==> src/rtl/seg7_pkg.sv <==
// Shared constants and the hex-to-segment glyph table for the 7-segment scanner.
// Segment patterns are active-low, bit order {g,f,e,d,c,b,a}.
package seg7_pkg;

    localparam int unsigned NUM_DIGITS = 4;
    localparam int unsigned VALUE_W    = 4 * NUM_DIGITS;

    localparam logic [6:0] SEG_BLANK = 7'h7F;
    localparam logic [3:0] AN_OFF    = 4'hF;

    // Standard 0-F glyphs (lower-case b and d so they differ from 8 and 0)
    function automatic logic [6:0] hex_to_seg(input logic [3:0] nib);
        logic [6:0] seg;
        seg = SEG_BLANK;
        case (nib)
            4'h0: seg = 7'h40;
            4'h1: seg = 7'h79;
            4'h2: seg = 7'h24;
            4'h3: seg = 7'h30;
            4'h4: seg = 7'h19;
            4'h5: seg = 7'h12;
            4'h6: seg = 7'h02;
            4'h7: seg = 7'h78;
            4'h8: seg = 7'h00;
            4'h9: seg = 7'h10;
            4'hA: seg = 7'h08;
            4'hB: seg = 7'h03;
            4'hC: seg = 7'h46;
            4'hD: seg = 7'h21;
            4'hE: seg = 7'h06;
            4'hF: seg = 7'h0E;
            default: seg = SEG_BLANK;
        endcase
        return seg;
    endfunction

endpackage

==> src/rtl/seg7_decode.sv <==
// Combinational nibble to 7-segment pattern decoder.
// Ports:
//   i_nibble  4-bit hex digit
//   o_seg_c   active-low segments {g,f,e,d,c,b,a}, combinational
module seg7_decode
    import seg7_pkg::*;
(
    input  logic [3:0] i_nibble,
    output logic [6:0] o_seg_c
);

    assign o_seg_c = hex_to_seg(i_nibble);

endmodule

==> src/rtl/led_seg7_scan.sv <==
// Time-multiplexed 4-digit hex display driver for a common-anode 7-segment module.
// A frame-synchronous shadow copy of i_value avoids tearing; the first BLANK_CYC
// cycles of each digit slot keep all anodes off to prevent ghosting.
// Optional macro SEG7_LZ_BLANK_EN: suppress leading zeros on digits 3..1.
// Ports:
//   i_clk    system clock
//   i_arst   asynchronous active-high reset
//   i_value  16-bit word to display, digit n = i_value[4n+3:4n]
//   i_en     display enable (scanning continues while low)
//   o_an     active-low anode selects, o_an[0] = rightmost digit
//   o_seg    active-low segments {g,f,e,d,c,b,a}
//   o_dp_n   active-low decimal point, held off
module led_seg7_scan
    import seg7_pkg::*;
#(
    parameter int unsigned REFRESH_DIV = 50_000,
    parameter int unsigned BLANK_CYC   = 500
) (
    input  logic               i_clk,
    input  logic               i_arst,
    input  logic [VALUE_W-1:0] i_value,
    input  logic               i_en,
    output logic [3:0]         o_an,
    output logic [6:0]         o_seg,
    output logic               o_dp_n
);

    localparam int unsigned CNT_W = $clog2(REFRESH_DIV);
    localparam int unsigned IDX_W = $clog2(NUM_DIGITS);

    logic [CNT_W-1:0]   cnt_q, cnt_d;
    logic [IDX_W-1:0]   idx_q, idx_d;
    logic [VALUE_W-1:0] shd_q, shd_d;
    logic [3:0]         an_q, an_d;
    logic [6:0]         seg_q, seg_d;
    logic               dp_n_q;

    logic [3:0] nibble_c;
    logic [6:0] digit_seg_c;
    logic       lead_zero_c;
    logic       active_c;

    // Digit mux feeding the single shared decoder
    assign nibble_c = shd_q[{idx_q, 2'b00} +: 4];

    seg7_decode u_decode (
        .i_nibble (nibble_c),
        .o_seg_c  (digit_seg_c)
    );

`ifdef SEG7_LZ_BLANK_EN
    // Digit k>0 is a leading zero when it and every digit above it are zero
    assign lead_zero_c = (idx_q != '0) && ((shd_q >> {idx_q, 2'b00}) == '0);
`else
    assign lead_zero_c = 1'b0;
`endif

    assign active_c = i_en && (32'(cnt_q) >= BLANK_CYC) && !lead_zero_c;

    // Prescaler, digit index, shadow load and output decode
    always_comb begin
        cnt_d = cnt_q + CNT_W'(1);
        idx_d = idx_q;
        shd_d = shd_q;
        an_d  = AN_OFF;
        seg_d = SEG_BLANK;

        if (cnt_q == CNT_W'(REFRESH_DIV - 1)) begin
            cnt_d = '0;
            idx_d = idx_q + IDX_W'(1);
        end

        if ((cnt_q == '0) && (idx_q == '0)) begin
            shd_d = i_value;
        end

        if (active_c) begin
            an_d  = ~(4'b0001 << idx_q);
            seg_d = digit_seg_c;
        end
    end

    always_ff @(posedge i_clk or posedge i_arst) begin
        if (i_arst) begin
            cnt_q  <= '0;
            idx_q  <= '0;
            shd_q  <= '0;
            an_q   <= AN_OFF;
            seg_q  <= SEG_BLANK;
            dp_n_q <= 1'b1;
        end else begin
            cnt_q  <= cnt_d;
            idx_q  <= idx_d;
            shd_q  <= shd_d;
            an_q   <= an_d;
            seg_q  <= seg_d;
            dp_n_q <= 1'b1;
        end
    end

    assign o_an   = an_q;
    assign o_seg  = seg_q;
    assign o_dp_n = dp_n_q;

endmodule

==> config.mk <==
export PLATFORM = sky130hd
export DESIGN_NAME = led_seg7_scan
export DESIGN_NICKNAME = d
export VERILOG_FILES = /design/src/rtl/seg7_pkg.sv /design/src/rtl/seg7_decode.sv /design/src/rtl/led_seg7_scan.sv
export SDC_FILE = /design/constraint.sdc
export NUM_CORES = 1
export LEC_CHECK = 0
export ABC_AREA = 1
export CELL_PAD_IN_SITES_DETAIL_PLACEMENT = 1
export CELL_PAD_IN_SITES_GLOBAL_PLACEMENT = 2
export CORE_MARGIN = 2
export CORE_UTILIZATION = 30
export DETAILED_ROUTE_END_ITERATION = 8
export PLACE_DENSITY = 0.84
export REMOVE_ABC_BUFFERS = 1
export SLEW_MARGIN = 20
export SYNTH_ARGS = -nofsm -noshare
export SYNTH_HDL_FRONTEND = slang
export SYNTH_HIERARCHICAL = 1
export SYNTH_SLANG_ARGS = --single-unit
export TNS_END_PERCENT = 1
==> constraint.sdc <==
create_clock -name i_clk -period 1.86 [get_ports i_clk]
set_input_delay 0.558 -clock i_clk [delete_from_list [all_inputs] [get_ports i_clk]]
set_output_delay 0.558 -clock i_clk [all_outputs]
set_load 0.005 [all_outputs]
==> summary.md <==
| Metric | Value |
|---|---|
| Status | finished, final reports clean |
| Gate power share | between 8 and 9% |
| Final count of pins violating max slew | 0 |
| Register clock-pin slew on the reported worst setup and hold paths | ~0.080 ns |
| Minimum clock period | about 1.7 ns |
| Later-pin clock latency in the skew report | around 0.30 ns |
| Io pins | 31 |
| Number of warnings issued by yosys | 6 |
| Hold crit path type | reg -> reg |
| Die area | a little over 9000 um^2 |
| Total via count in the routed design | between 2k and 2.5k |
| Launch instance of the worst register-to-register path | idx_q[0]$_DFFE_PP0N_ |
| DRC violation count after routing | 0 |
| Number of filler cells placed in the layout | 992 |
| Number of DRC markers after the initial detailed-route iteration | 24 |
| Post-synthesis sequential area ratio | between 40% and 50% |
| Element type at the critical path start | register |
| Cell-internal power | about 0.0013 W |
| Worst Slack Setup Final | around 0.19 ns |
| Max rail drop VDD | 0.229 mV |
| Unique cell type count in the Yosys netlist | 29 |
| RSZ-0062 raised after global routing | no |
| Seq pwr share | between 50 and 60% |
| Number of flops mapped to enable cells by yosys | 0 |
| R2R Setup Slk | 0.19 ns |
| CTS max path bufs | 2 |
| DP HPWL | 4.49 mm |
| Cell depth of the worst flop-to-flop path | 9 |
| Routed Wire Length | roughly 5.6 mm |
| Slowest cell on crit path | sky130_fd_sc_hd__dfrtp_2 |
| #FFs+latches synth | 45 |
| Reg-to-reg critical path endpoint | o_seg[3]$_DFF_PP1_ |
| Area delta synth->final | 21.6% |
| Post-DRT Antenna Nets | 0 |
| Vias in the first global route | between 2k and 2.5k |
| Fin crit share | 89.9% |
| Clock share of power | 33.7% |
| Worst path required time | about 2.1 ns |
| Clock tree skew after final layout | 0.0114 ns |
| Switching power share of the total | approximately a quarter |
| Data arrival time of the worst path | 1.88 ns |
| H-tree depth | 2 |
| Finish-stage setup viols | 0 |
| Global-route wire length before repair | slightly below 10 mm |
| Final sum of negative setup slack | 0 ns |
| Buffer count from post-CTS setup fixing | 0 |
| Startpoint of the worst hold path | shd_q[7]$_DFFE_PP0P_ |
| Net switching power | between 0.0004 and 0.0005 W |
| Start-to-end type of the worst setup path | reg -> reg |
| Max Freq | 598 MHz |
| Netlist area before placement | 2510 um^2 |
| Final nets | 379 |
| Horiz. Die Dim | 95.5 um |
| Minimum setup slack after placement | roughly 0.028 ns |
| Clock tree sinks | 45 |
| Async set-reset flop share out of synthesis | between 90% and 100% |
| Final count of hold timing violations | 0 |
| Weighted congestion reported at the end of routability-driven placement | 0.803 |
| Area contributors post-synth | sky130_fd_sc_hd__dfrtp_1, sky130_fd_sc_hd__nand2_1, sky130_fd_sc_hd__dfstp_2 |
| PD cells | around 570 nW/um^2 |
| Total global routing overflow | 0 |
| Area of the core | 8180 um^2 |
| Initial cell density of the core | roughly 31% |
| Maximum net fanout on the critical path | 6 |
| Syn_area_per_cell | slightly above 8 um^2 |
| Synth Instances | slightly above 300 |
| Most used flip-flop cell after synthesis | sky130_fd_sc_hd__dfrtp_1 |
| Clock Root Buffer | sky130_fd_sc_hd__clkbuf_8 |
| Slowest stage delay, CP | 0.45 ns |
| Routed wire per std cell | ~12 um |
| Critical path cell sequence | inv_2, nor2_1, o22ai_2, inv_2, ha_1, nand2_1, nand3_1, nand2_1, nand3b_1 |
| Total design power | 0.00174 W |
| Die outline height | around 96 um |
| Cell area after layout | slightly above 3000 um^2 |
| Setup crit end kind | register |
| Global Route Usage Sum | between 10 and 15% |
| Count of antenna diodes in the layout | 0 |
| Number of max-cap violations | 0 |
| Pin count of the biggest net entering global routing | 26 |
| Number of I/O port buffers | 29 |
| Leak pwr | 1.41 nW |
| Depth of the worst hold-timing path | 2 |
| Total CTS buffers | 5 |
| Length of the first detailed-routing pass in iterations | 4 |
| Clock tree from TritonCTS | done |
| Number of antenna violations at the first check in global routing | 0 |
| Row count | 33 |
| Routed vias/inst | between 4 and 5 |
| Terminating pin of the worst hold path | shd_q[7]$_DFFE_PP0P_ |
| Synth area leader | sky130_fd_sc_hd__dfrtp_1 |
| Fraction of final layout cells sized beyond drive strength 1 | between 10% and 20% |
| Area fraction of the dominant cell type after synthesis | approximately a third |
| Post-DP Area | between 2000 and 3000 um^2 |
-- state kept, by name, summed over array words and instances (netlist names) --
signal  cells
cnt_q      16
idx_q       2
o_an        4
o_seg       7
shd_q      16
-- power by group through the flow --
stage	registers [W]	clock network, W	logic, W
finish	0.00101	0.000587	0.000149
global route	0.00101	0.000649	0.000172
CTS	0.00101	0.000625	0.000151
detailed placement	0.00103	0	0.000151
global placement	0.00103	0	0.000148
floorplan	0.00102	0	0.0000731
-- worst max-delay path: cells and delay by family (launching register included) --
kind | cells | cell delay (ns)
flops | 1 | 0.45
simple gates | 5 | 0.36
fa+ha+maj | 1 | 0.31
compound gates | 1 | 0.26
buf+inv | 2 | 0.20
-- layer usage --
layer	track usage, %	share of wire [%]	wire [um]	vias up
met5	0	0	0	-
met4	5.48	2.1	119	0
met3	2.61	2.8	155	9
met2	23.7	47	2640	31
met1	17.6	48	2690	977
li1	-	-	-	1054
-- layout make-up --
class | count | area, um^2 | area share, %
clock buffer | 6 | 72.6 | 2.38
timing repair buffer | 42 | 387 | 12.7
multi-input combinational | 222 | 1200 | 39.1
sequential | 45 | 1140 | 37.3
clock inverter | 2 | 10.0 | 0.328
tap | 105 | 131 | 4.30
inverter | 31 | 118 | 3.85
-- stage by stage --
stage | utilization, % | hold WS [ns] | cells
after floorplan | - | 0.437 | 298
after global placement | 36.3 | 0.457 | 445
after detailed placement | 36.3 | 0.457 | 445
after CTS | 37.1 | 0.476 | 453
after global routing | 37.4 | 0.510 | 453
final | 37.4 | 0.469 | 453
-- cell usage after synthesis (2+ instances only) --
master                     count
sky130_fd_sc_hd__buf_2         2
sky130_fd_sc_hd__o21ai_1       4
sky130_fd_sc_hd__ha_1         13
sky130_fd_sc_hd__nor2_2        3
sky130_fd_sc_hd__nor2_1       34
sky130_fd_sc_hd__nand3_2       2
sky130_fd_sc_hd__nand2_1      83
sky130_fd_sc_hd__nand3_1      37
sky130_fd_sc_hd__o21ai_0      11
sky130_fd_sc_hd__dfrtp_1      34
sky130_fd_sc_hd__nand4_1       4
sky130_fd_sc_hd__inv_2         5
sky130_fd_sc_hd__o22ai_1       4
sky130_fd_sc_hd__nand2_2       2
sky130_fd_sc_hd__o21ai_2       2
sky130_fd_sc_hd__nor2_4        4
sky130_fd_sc_hd__dfstp_2      11
sky130_fd_sc_hd__buf_6         5
sky130_fd_sc_hd__xor2_1        8
sky130_fd_sc_hd__inv_1        24
sky130_fd_sc_hd__nand3b_1      7
-- placed cells by master (no fill, tap or decap), types with 8 or more instances in the layout --
| cell | Yosys | routed |
|---|---|---|
| sky130_fd_sc_hd__buf_4 | 1 | 12 |
| sky130_fd_sc_hd__clkdlybuf4s50_1 | 0 | 18 |
| sky130_fd_sc_hd__dfrtp_1 | 34 | 33 |
| sky130_fd_sc_hd__dfstp_2 | 11 | 11 |
| sky130_fd_sc_hd__dlygate4sd2_1 | 0 | 11 |
| sky130_fd_sc_hd__ha_1 | 13 | 13 |
| sky130_fd_sc_hd__inv_1 | 24 | 21 |
| sky130_fd_sc_hd__inv_2 | 5 | 8 |
| sky130_fd_sc_hd__nand2_1 | 83 | 83 |
| sky130_fd_sc_hd__nand3_1 | 37 | 37 |
| sky130_fd_sc_hd__nor2_1 | 34 | 34 |
| sky130_fd_sc_hd__o21ai_0 | 11 | 10 |
| sky130_fd_sc_hd__xor2_1 | 8 | 8 |
-- worst max path at each step --
| stage | start | to | slack, ns | cells past startpoint |
|---|---|---|---|---|
| after floorplan | idx_q[0]$_DFFE_PP0N_ | o_seg[3]$_DFF_PP1_ | -0.03 | 9 |
| after global placement | idx_q[0]$_DFFE_PP0N_ | o_seg[3]$_DFF_PP1_ | 0.13 | 9 |
| after detailed placement | idx_q[0]$_DFFE_PP0N_ | o_seg[3]$_DFF_PP1_ | 0.03 | 9 |
| after CTS | idx_q[0]$_DFFE_PP0N_ | o_seg[3]$_DFF_PP1_ | 0.001 | 9 |
| after global routing | idx_q[0]$_DFFE_PP0N_ | o_seg[5]$_DFF_PP1_ | 0.01 | 9 |
| final | idx_q[0]$_DFFE_PP0N_ | o_seg[3]$_DFF_PP1_ | 0.19 | 9 |
-- timing repair --
item                                    4_1_cts  5_1_grt
hold buffers                                  0        0
endpoints found under the setup margin       11        7
gates resized for setup                      11        8
-- logic make-up after synthesis --
logic type / synth area share, %
compound gates: 4.88
xor+xnor: 3.14
fa+ha+maj: 6.47
buf+inv: 7.77
flops: 45.4
other cells: 0.149
simple gates: 32.2
Power figures use the tool's default switching activity.
